**src/rtl/fetch_unit.sv**
```systemverilog
// Instruction fetch stage: owns the PC, keeps at most one request in flight to
// instruction memory, and hands each returned word plus its PC to decode.
module fetch_unit #(
    parameter int unsigned                 ADDRESS_WIDTH = 32,
    parameter logic [ADDRESS_WIDTH-1:0]    RESET_PC      = '0
) (
    input  logic                     clk,
    input  logic                     rst,
    output logic                     imem_req_valid,
    input  logic                     imem_req_ready,
    output logic [ADDRESS_WIDTH-1:0] imem_req_addr,
    input  logic                     imem_rsp_valid,
    input  logic [ADDRESS_WIDTH-1:0] imem_rsp_data,
    output logic                     instr_valid,
    input  logic                     instr_ready,
    output logic [ADDRESS_WIDTH-1:0] instr,
    output logic [ADDRESS_WIDTH-1:0] instr_pc,
    input  logic                     redirect_valid,
    input  logic [ADDRESS_WIDTH-1:0] redirect_pc
);

    typedef enum logic {
        FETCH,
        WAIT
    } state_t;

    state_t                     state, state_nx;
    logic [ADDRESS_WIDTH-1:0]   pc, pc_nx, pc_inc, redirect_aligned;
    logic                       drop, drop_nx;
    logic                       instr_valid_nx;
    logic [ADDRESS_WIDTH-1:0]   instr_nx, instr_pc_nx;

    assign pc_inc           = pc + ADDRESS_WIDTH'(4);
    assign redirect_aligned = {redirect_pc[ADDRESS_WIDTH-1:2], 2'b00};
    assign imem_req_addr    = pc;

    always_comb begin
        imem_req_valid = 1'b0;
        state_nx       = state;
        pc_nx          = pc;
        drop_nx        = drop;
        instr_valid_nx = instr_valid;
        instr_nx       = instr;
        instr_pc_nx    = instr_pc;

        if (instr_valid && instr_ready) begin
            instr_valid_nx = 1'b0;
        end

        case (state)
            FETCH: begin
                // Only issue when the buffer will be free by the time data returns.
                imem_req_valid = (!instr_valid || instr_ready) && !rst;
                if (imem_req_valid && imem_req_ready) begin
                    state_nx = WAIT;
                    if (redirect_valid) begin
                        drop_nx = 1'b1;
                    end
                end
            end
            WAIT: begin
                if (imem_rsp_valid) begin
                    state_nx = FETCH;
                    drop_nx  = 1'b0;
                    if (!drop && !redirect_valid) begin
                        instr_nx       = imem_rsp_data;
                        instr_pc_nx    = pc;
                        instr_valid_nx = 1'b1;
                        pc_nx          = pc_inc;
                    end
                end else if (redirect_valid) begin
                    drop_nx = 1'b1;
                end
            end
            default: begin
                state_nx = FETCH;
            end
        endcase

        // Redirect overrides any PC advance and flushes the buffer, even if
        // decode is consuming it this cycle.
        if (redirect_valid) begin
            pc_nx          = redirect_aligned;
            instr_valid_nx = 1'b0;
        end
    end

    always_ff @(posedge clk) begin
        if (rst) begin
            state       <= FETCH;
            pc          <= RESET_PC;
            drop        <= 1'b0;
            instr_valid <= 1'b0;
            instr       <= '0;
            instr_pc    <= '0;
        end else begin
            state       <= state_nx;
            pc          <= pc_nx;
            drop        <= drop_nx;
            instr_valid <= instr_valid_nx;
            instr       <= instr_nx;
            instr_pc    <= instr_pc_nx;
        end
    end

endmodule

```
**config.mk**
```make
export PLATFORM = sky130hd
export DESIGN_NAME = fetch_unit
export DESIGN_NICKNAME = d
export VERILOG_FILES = /design/src/rtl/fetch_unit.sv
export SDC_FILE = /design/constraint.sdc
export NUM_CORES = 1
export LEC_CHECK = 0
export CORE_MARGIN = 2
export CORE_UTILIZATION = 28
export DETAILED_ROUTE_END_ITERATION = 8
export SETUP_SLACK_MARGIN = 0.3
export SYNTH_ARGS = -nofsm -noshare
export SYNTH_HDL_FRONTEND = slang
export SYNTH_SLANG_ARGS = --single-unit
```
**constraint.sdc**
```tcl
create_clock -name clk -period 2.7 [get_ports clk]
set_clock_uncertainty 0.1 [all_clocks]
set_input_delay 0.27 -clock clk [delete_from_list [all_inputs] [get_ports clk]]
set_output_delay 0.27 -clock clk [all_outputs]
set_load 0.02 [all_outputs]
```
==> metrics.yaml, run 1 <==
status: "completed"
critPathSlowestCell: "or4_4"
r2r-start: "imem_req_addr[11]$_SDFFE_PP0P_"
timing.final.ws_setup_ps: 421
start_util_pct: 28.4
path_buf_inv: 0
grt_pass1_wl_microns: 21700
max_stage_delay_ps: 650
finalCriticalPeriod_ps: 2280
synth_area_leaders: "dfxtp_1 46%, nand2_1 14%, a21oi_1 8.4%, clkbuf_1 3.1%, a211oi_1 2.0%"
total_leakage_power_nw: 2.08
crit_type: "reg2reg"
area_growth_pct: 51.8
min_period_over_period_pct: 84.4
cts.htree.levels: 3
first_pass_iters: 5
synth-seq-cells: 95
detail_route.iter0.violations: 265
antenna_found_initial: 0
async_flop_share_pct: 0
drt.antenna.violating_nets: 0
ys.flop_type: "dfxtp_1"
finalSetupTns_ps: 0
yosysTopAreaCellShare_pct: 46.4
p_per_area_nw_per_um2: 511
cp_num_cells: 4
rows: 44
drc_errors: 0
cts_tree: "yes"
grt_max_degree: 50
crit_path_end_kind: "register"
reg2reg_to: "imem_req_addr[26]$_SDFFE_PP0P_"
power_mw: 3.18
setup_viol: 0
finalHoldViolations: 0
post-route-util_pct: 43.2
seq_area_frac_synth_pct: 46.4
synthCells: 522
r2r_cells: 4
ir_drop_uv: 255
holdWs_ps: 233
rsz0062_at_grt: "no"
min_path_cells: 2
synth_edf_count: 0
syn_area_per_cell_sq_um: 7.85
route.detailed.wl_per_inst_microns: 15.6
dpl.hpwl_microns: 9690
regArea_sq_um: 1900
numCtsBuffers: 9
grt-ovfl-total: 0
cp-startpoint: "imem_req_addr[11]$_SDFFE_PP0P_"
endpoint: "imem_req_addr[26]$_SDFFE_PP0P_"
root_buffer: "clkbuf_16"
multi_input_area_sq_um: 2030
start_kind: "register"
yosys_warnings: 0
yosys-top-cells-count: "148 x nand2_1, 95 x dfxtp_1, 69 x a21oi_1, 34 x clkbuf_1, 20 x nor2_1"
drt_wl_total_microns: 13500
vias: 4313
core_sq_um: 14400
worstSkewPairLatency_ps: 340
ioPinCount: 168
diodes: 0
layout-drive-gt1-share_pct: 6.34
io_buffer_count: 161
grt_usage_pct: 17.0
pre_cts_ws_ps: 312
max_cap_violations: 0
max_freq_mhz: 439
die_x_microns: 125
cp_top_family: "simple AND/OR/NAND/NOR gates"
die_y_microns: 125
cts_buffer_depth: 2
required_ps: 2860
nets: 744
synth.cell_area_sq_um: 4100
fp.dieArea_sq_um: 15600
synthDistinctLibCells: 57
clkSinkCount: 95
crit_fanout: 10
via_per_inst: 5.00
grt_pass1_vias: 4189
cts.clk_slew.worst_paths_ps: 70
maxSlewViolCount: 0
gp_congestion: 0.782
path_cells: "nand4_2 > or4_4 > or4_1 > a311oi_1"
synth_area_leader_cell: "dfxtp_1"
arrival_ps: 2440
hp-class: "in2reg"
synth_most_common_cell: "nand2_1"
fillCellCount: 1433
r2r_slack_ps: 420
## report_power, final
| group | switching, mW | internal [mW] |
|---|---|---|
| Sequential | 0.0683 | 1.45 |
| Combinational | 0.218 | 0.234 |
| Clock | 0.536 | 0.673 |
## worst reg2reg max path, stage by stage, from the launching register on
cell	delay, ps
dfxtp_1	470
nand4_2	180
or4_4	650
or4_1	530
a311oi_1	250
## cells by family after synthesis
| logic type | Yosys count | share of synthesized area (%) |
|---|---|---|
| XOR/XNOR | 10 | 2.14 |
| other | 1 | 0.0915 |
| flip-flops | 95 | 46.4 |
| buffers and inverters | 50 | 5.00 |
| adder cells (fa/ha/maj) | 1 | 0.305 |
| AND/OR/NAND/NOR | 246 | 28.0 |
| AO/OA/AOI/OAI | 119 | 18.1 |
## per-stage QoR
| step | instance area [sq um] | std cells |
|---|---|---|
| final | 6230 | 862 |
| after global routing | 6230 | 862 |
| after CTS | 6230 | 862 |
| after detailed placement | 5940 | 846 |
| after global placement | 5940 | 846 |
| after floorplan | 4110 | 525 |
## cells in the final DEF (no fill, tap or decap), types with 7 or more instances in the layout
cell type,netlist,routed
nor2_1,20,20
nand4_1,10,10
clkdlybuf4s50_1,0,160
buf_4,4,19
nor3_1,8,8
a21oi_1,69,69
and3_1,7,7
nand3_1,15,15
a211oi_1,11,11
nand2_1,148,147
dfxtp_1,95,95
a311oi_1,8,8
clkbuf_16,0,9
## repair_timing
action,4_1_cts,5_1_grt
hold buffers,0,0
setup buffers,0,0
endpoints found under the hold margin,0,0
endpoints found under the setup margin,1,0
resized for setup,1,0
## flip-flops by register name, indices dropped and copies added, names as in the netlist
| signal | count |
|---|---|
| instr_pc | 30 |
| state | 1 |
| drop | 1 |
| imem_req_addr | 30 |
| instr_valid | 1 |
| instr | 32 |
## area by class of cell
type / count / area share, %
tap: 184 / 3.70
timing repair buffer: 180 / 28.3
inverter: 7 / 0.422
multi-input combinational: 380 / 32.5
clock inverter: 3 / 0.281
clock buffer: 13 / 4.18
sequential: 95 / 30.5
## layer usage
metal	vias up	routed length (microns)	global-route usage, %
met2	121	6390	27.4
met5	-	0	0
li1	2129	-	-
met1	2045	6020	21.8
met3	18	732	4.11
met4	0	306	7.19
## worst min path at each step
stage | from | end | slack (ps)
finish | rst | instr_pc[20]$_SDFFE_PP0P_ | 230
global route | rst | instr_pc[21]$_SDFFE_PP0P_ | 240
CTS | rst | instr_pc[28]$_SDFFE_PP0P_ | 230
detailed placement | instr_pc[10]$_SDFFE_PP0P_ | instr_pc[10]$_SDFFE_PP0P_ | 350
floorplan | imem_rsp_data[0] | instr[0]$_SDFFE_PP0P_ | 310
global placement | instr[7]$_SDFFE_PP0P_ | instr[7]$_SDFFE_PP0P_ | 340
No activity file was read; power rests on OpenSTA's default activity.
==> run 2, diff against run 1 <==
Clock period 2.7 ns to 2 ns, I/O delays scaled along.
==> metrics.yaml, run 2 (synthesis gave the netlist of run 1 again) <==
p_int_mw: 3.34
antenna_found_initial: 0
largest_register: "instr"
io_buffer_count: 161
drt.antenna.violating_nets: 0
grt_pass1_vias: 4417
fillCellCount: 1412
detail_route.iter0.violations: 288
route.detailed.wl_per_inst_microns: 16.1
swShare_pct: 25.8
area_growth_pct: 65.5
placed_cells: 877
power_mw: 4.51
nets: 785
die_y_microns: 125
via_per_inst: 5.08
first_pass_iters: 5
rows: 44
grt-ovfl-total: 0
crit_fanout: 5
layoutNonFillerInstCount: 902
timing.final.ws_setup_ps: 32.6
fp.dieArea_sq_um: 15600
core_sq_um: 14400
crit_type: "reg2reg"
post-route-util_pct: 47.0
worstSkewPairLatency_ps: 350
finalHoldViolations: 0
clkPwrFrac_pct: 39.6
power_switching_mw: 1.16
power_frac_comb_pct: 15.4
numCtsBuffers: 9
holdWs_ps: 209
rsz0062_at_grt: "yes"
start_util_pct: 28.4
largest_reg_flops: 32
ir_drop_uv: 362
grt_pass1_wl_microns: 23100
total_leakage_power_nw: 2.48
max_freq_mhz: 508
min_period_over_period_pct: 98.4
clkSinkCount: 95
status: "completed"
cts_tree: "yes"
drc_errors: 0
start_kind: "register"
root_buffer: "clkbuf_16"
finalCriticalPeriod_ps: 1970
grt_max_degree: 97
setup_viol: 0
p_per_area_nw_per_um2: 664
diodes: 0
final_common_cell: "nand2_1"
crit_path_end_kind: "register"
cts.clk_slew.worst_paths_ps: 70
seqPwrFrac_pct: 45.0
ioPinCount: 168
required_ps: 2190
layout_common_cells: "147 x nand2_1, 128 x clkdlybuf4s50_1, 77 x dfxtp_1, 69 x a21oi_1, 52 x buf_4"
gp_congestion: 0.830
vias: 4586
grt_usage_pct: 18.3
maxSlewViolCount: 0
hp-class: "in2reg"
cts.htree.levels: 3
dpl.hpwl_microns: 10300
die_x_microns: 125
max_cap_violations: 0
cts_buffer_depth: 2
layout-drive-gt1-share_pct: 17.0
pre_cts_ws_ps: -96.7
drt_wl_total_microns: 14500
arrival_ps: 2160
-- run 2: per-stage QoR --
stage          TNS (ps)  instance area [sq um]
2_1_floorplan      -294                   4200
3_3_place_gp       -396                   6250
3_5_place_dp      -1090                   6250
4_1_cts               0                   6650
5_1_grt           -36.1                   6790
6_report              0                   6790
-- run 2: area by class of cell --
class	instances	area, sq um	share of cell area [%]
Clock inverter	5	55.1	0.811
Timing Repair Buffer	221	2120	31.2
Clock buffer	10	250	3.69
Tap cell	184	230	3.39
Sequential cell	95	1940	28.5
Multi-Input combinational cell	380	2170	32.0
Inverter	7	26.3	0.387
-- run 2: final timing paths --
kind,start,to,slack [ps],cells after the start
max reg2reg,imem_req_addr[15]$_SDFFE_PP0P_,imem_req_addr[27]$_SDFFE_PP0P_,30,4
min,rst,imem_req_addr[27]$_SDFFE_PP0P_,210,4
max,imem_req_addr[15]$_SDFFE_PP0P_,imem_req_addr[27]$_SDFFE_PP0P_,30,4
min reg2reg,instr[9]$_SDFFE_PP0P_,instr[9]$_SDFFE_PP0P_,350,2
-- run 2: per-layer routing --
| layer | part of all wire, % | track usage, % | vias to the layer above |
|---|---|---|---|
| met5 | 0 | 0 | - |
| met4 | 1.8 | 6.60 | 0 |
| met3 | 5.7 | 3.77 | 30 |
| met2 | 46 | 28.5 | 182 |
| met1 | 46 | 25.1 | 2161 |
| li1 | - | - | 2213 |
-- run 2: timing repair --
action | CTS | global route
hold buffers | 0 | 0
gates resized for setup | 42 | 29
pin swaps | 9 | 4
setup buffers | 8 | 2
endpoints found under the setup margin | 83 | 63
cloned | 0 | 0
-- run 2: power by group through the flow --
stage	clock, mW	combinational [mW]	sequential (mW)
after floorplan	0	0.208	2.15
after global placement	0	0.682	2.07
after detailed placement	0	0.691	2.07
after CTS	1.83	0.684	2.03
after global routing	1.91	0.747	2.04
final	1.78	0.695	2.03
-- run 2: worst max-delay path: stages, from the launching register on --
cell and delay, ps:
dfxtp_2 340, nand2_1 100, or4_4 600, or4_2 670, nand3_1 90
==> run 3, diff against run 2 <==
Settings changed: CTS_BUF_LIST set to sky130_fd_sc_hd__clkbuf_4.
==> metrics.yaml, run 3 (synthesis gave the netlist of run 1 again) <==
ir_drop_uv: 285
power_switching_mw: 1.09
finalCriticalPeriod_ps: 1960
fillCellCount: 1457
area_growth_pct: 61.6
power_frac_comb_pct: 17.7
via_per_inst: 5.09
min_path_cells: 4
arrival_ps: 2260
max_cap_violations: 0
worstSkewPairLatency_ps: 490
max_stage_delay_ps: 580
critPathSlowestCell: "or4_4"
rows: 44
final_common_cell: "nand2_1"
swShare_pct: 28.1
nets: 789
crit_top_cell: "or4_4"
total_leakage_power_nw: 2.70
cts_buffer_depth: 2
status: "completed"
finalSetupTns_ps: 0
clkSinkCount: 95
crit_path_end_kind: "register"
setup_viol: 0
gp_congestion: 0.830
crit_fanout: 3
layoutNonFillerInstCount: 906
grt_usage_pct: 18.4
timing.final.ws_setup_ps: 38.6
start_kind: "register"
drc_errors: 0
required_ps: 2290
largest_register: "instr"
r2r_cells: 4
detail_route.iter0.violations: 345
first_pass_iters: 5
grt_pass1_wl_microns: 23300
core_sq_um: 14400
route.detailed.wl_per_inst_microns: 16.1
grt_pass1_vias: 4421
fp.dieArea_sq_um: 15600
rsz0062_at_grt: "yes"
antenna_found_initial: 0
io_buffer_count: 161
ioPinCount: 168
drt.antenna.violating_nets: 0
p_per_area_nw_per_um2: 587
diodes: 0
cts_tree: "yes"
clkPwrFrac_pct: 30.1
hp-class: "in2reg"
die_x_microns: 125
placed_cells: 877
largest_reg_flops: 32
path_cells: "nand2_1 > or4_4 > or4_4 > a311oi_1"
crit_type: "reg2reg"
cp_top_family: "simple AND/OR/NAND/NOR gates"
vias: 4608
cts.htree.levels: 3
start_util_pct: 28.4
grt-ovfl-total: 0
dpl.hpwl_microns: 10300
pre_cts_ws_ps: -96.7
placed_area_sq_um: 6250
seqPwrFrac_pct: 52.2
finalHoldViolations: 0
path_buf_inv: 0
fin_area_sq_um: 6630
max_freq_mhz: 510
die_y_microns: 125
min_period_over_period_pct: 98.1
p_int_mw: 2.80
maxSlewViolCount: 0
numCtsBuffers: 9
cp_num_cells: 4
grt_max_degree: 97
post-route-util_pct: 45.9
drt_wl_total_microns: 14600
cts.clk_slew.worst_paths_ps: 160
layout_common_cells: "146 x nand2_1, 81 x dlygate4sd2_1, 72 x dfxtp_1, 69 x a21oi_1, 66 x clkdlybuf4s50_1"
layout-drive-gt1-share_pct: 20.2
root_buffer: "clkbuf_4"
run 3: final cells by class:
cell class | instances | area, sq um | share of cell area, %
inverters | 7 | 26.3 | 0.397
clock inverters | 6 | 85.1 | 1.28
multi-input cells | 380 | 2200 | 33.3
repair buffers | 225 | 2070 | 31.2
clock buffers | 9 | 67.6 | 1.02
well taps | 184 | 230 | 3.47
flip-flops and latches | 95 | 1940 | 29.3
run 3: final timing paths:
kind / start / to / slack (ps)
hold reg to reg: instr_pc[20]$_SDFFE_PP0P_ / instr_pc[20]$_SDFFE_PP0P_ / 360
hold / removal: rst / imem_req_addr[27]$_SDFFE_PP0P_ / 70
setup / recovery: imem_req_addr[15]$_SDFFE_PP0P_ / imem_req_addr[26]$_SDFFE_PP0P_ / 40
setup reg to reg: imem_req_addr[15]$_SDFFE_PP0P_ / imem_req_addr[26]$_SDFFE_PP0P_ / 40
run 3: power by group through the flow:
| stage | Clock, mW | Sequential (mW) | Combinational, mW |
|---|---|---|---|
| final | 1.17 | 2.03 | 0.688 |
| after global routing | 1.29 | 2.04 | 0.741 |
| after CTS | 1.22 | 2.03 | 0.674 |
| after detailed placement | 0 | 2.07 | 0.691 |
| after global placement | 0 | 2.07 | 0.682 |
| after floorplan | 0 | 2.15 | 0.208 |
run 3: timing repair:
item	CTS	global route
pin swaps	15	14
resized for setup	124	49
buffers inserted	10	3
hold buffers	0	0
gates cloned	0	1
endpoints found under the setup margin	175	81
run 3: per-layer routing:
| layer | up-vias | global-route usage, % | routed length (microns) |
|---|---|---|---|
| met1 | 2196 | 25.3 | 6690 |
| met5 | - | 0 | 0 |
| met2 | 175 | 28.8 | 6800 |
| met4 | 0 | 6.67 | 246 |
| li1 | 2218 | - | - |
| met3 | 19 | 3.81 | 894 |
run 3: per-stage QoR:
| stage | hold slack, ps | power (mW) |
|---|---|---|
| after floorplan | 234 | 2.36 |
| after global placement | 341 | 2.75 |
| after detailed placement | 346 | 2.76 |
| after CTS | 32.0 | 3.92 |
| after global routing | 40.4 | 4.07 |
| final | 71.1 | 3.89 |
run 3: worst min-delay path, cell delays in order:
cell,delay (ps)
buf_4,120
or3_1,120
or4_4,120
nand3_2,50
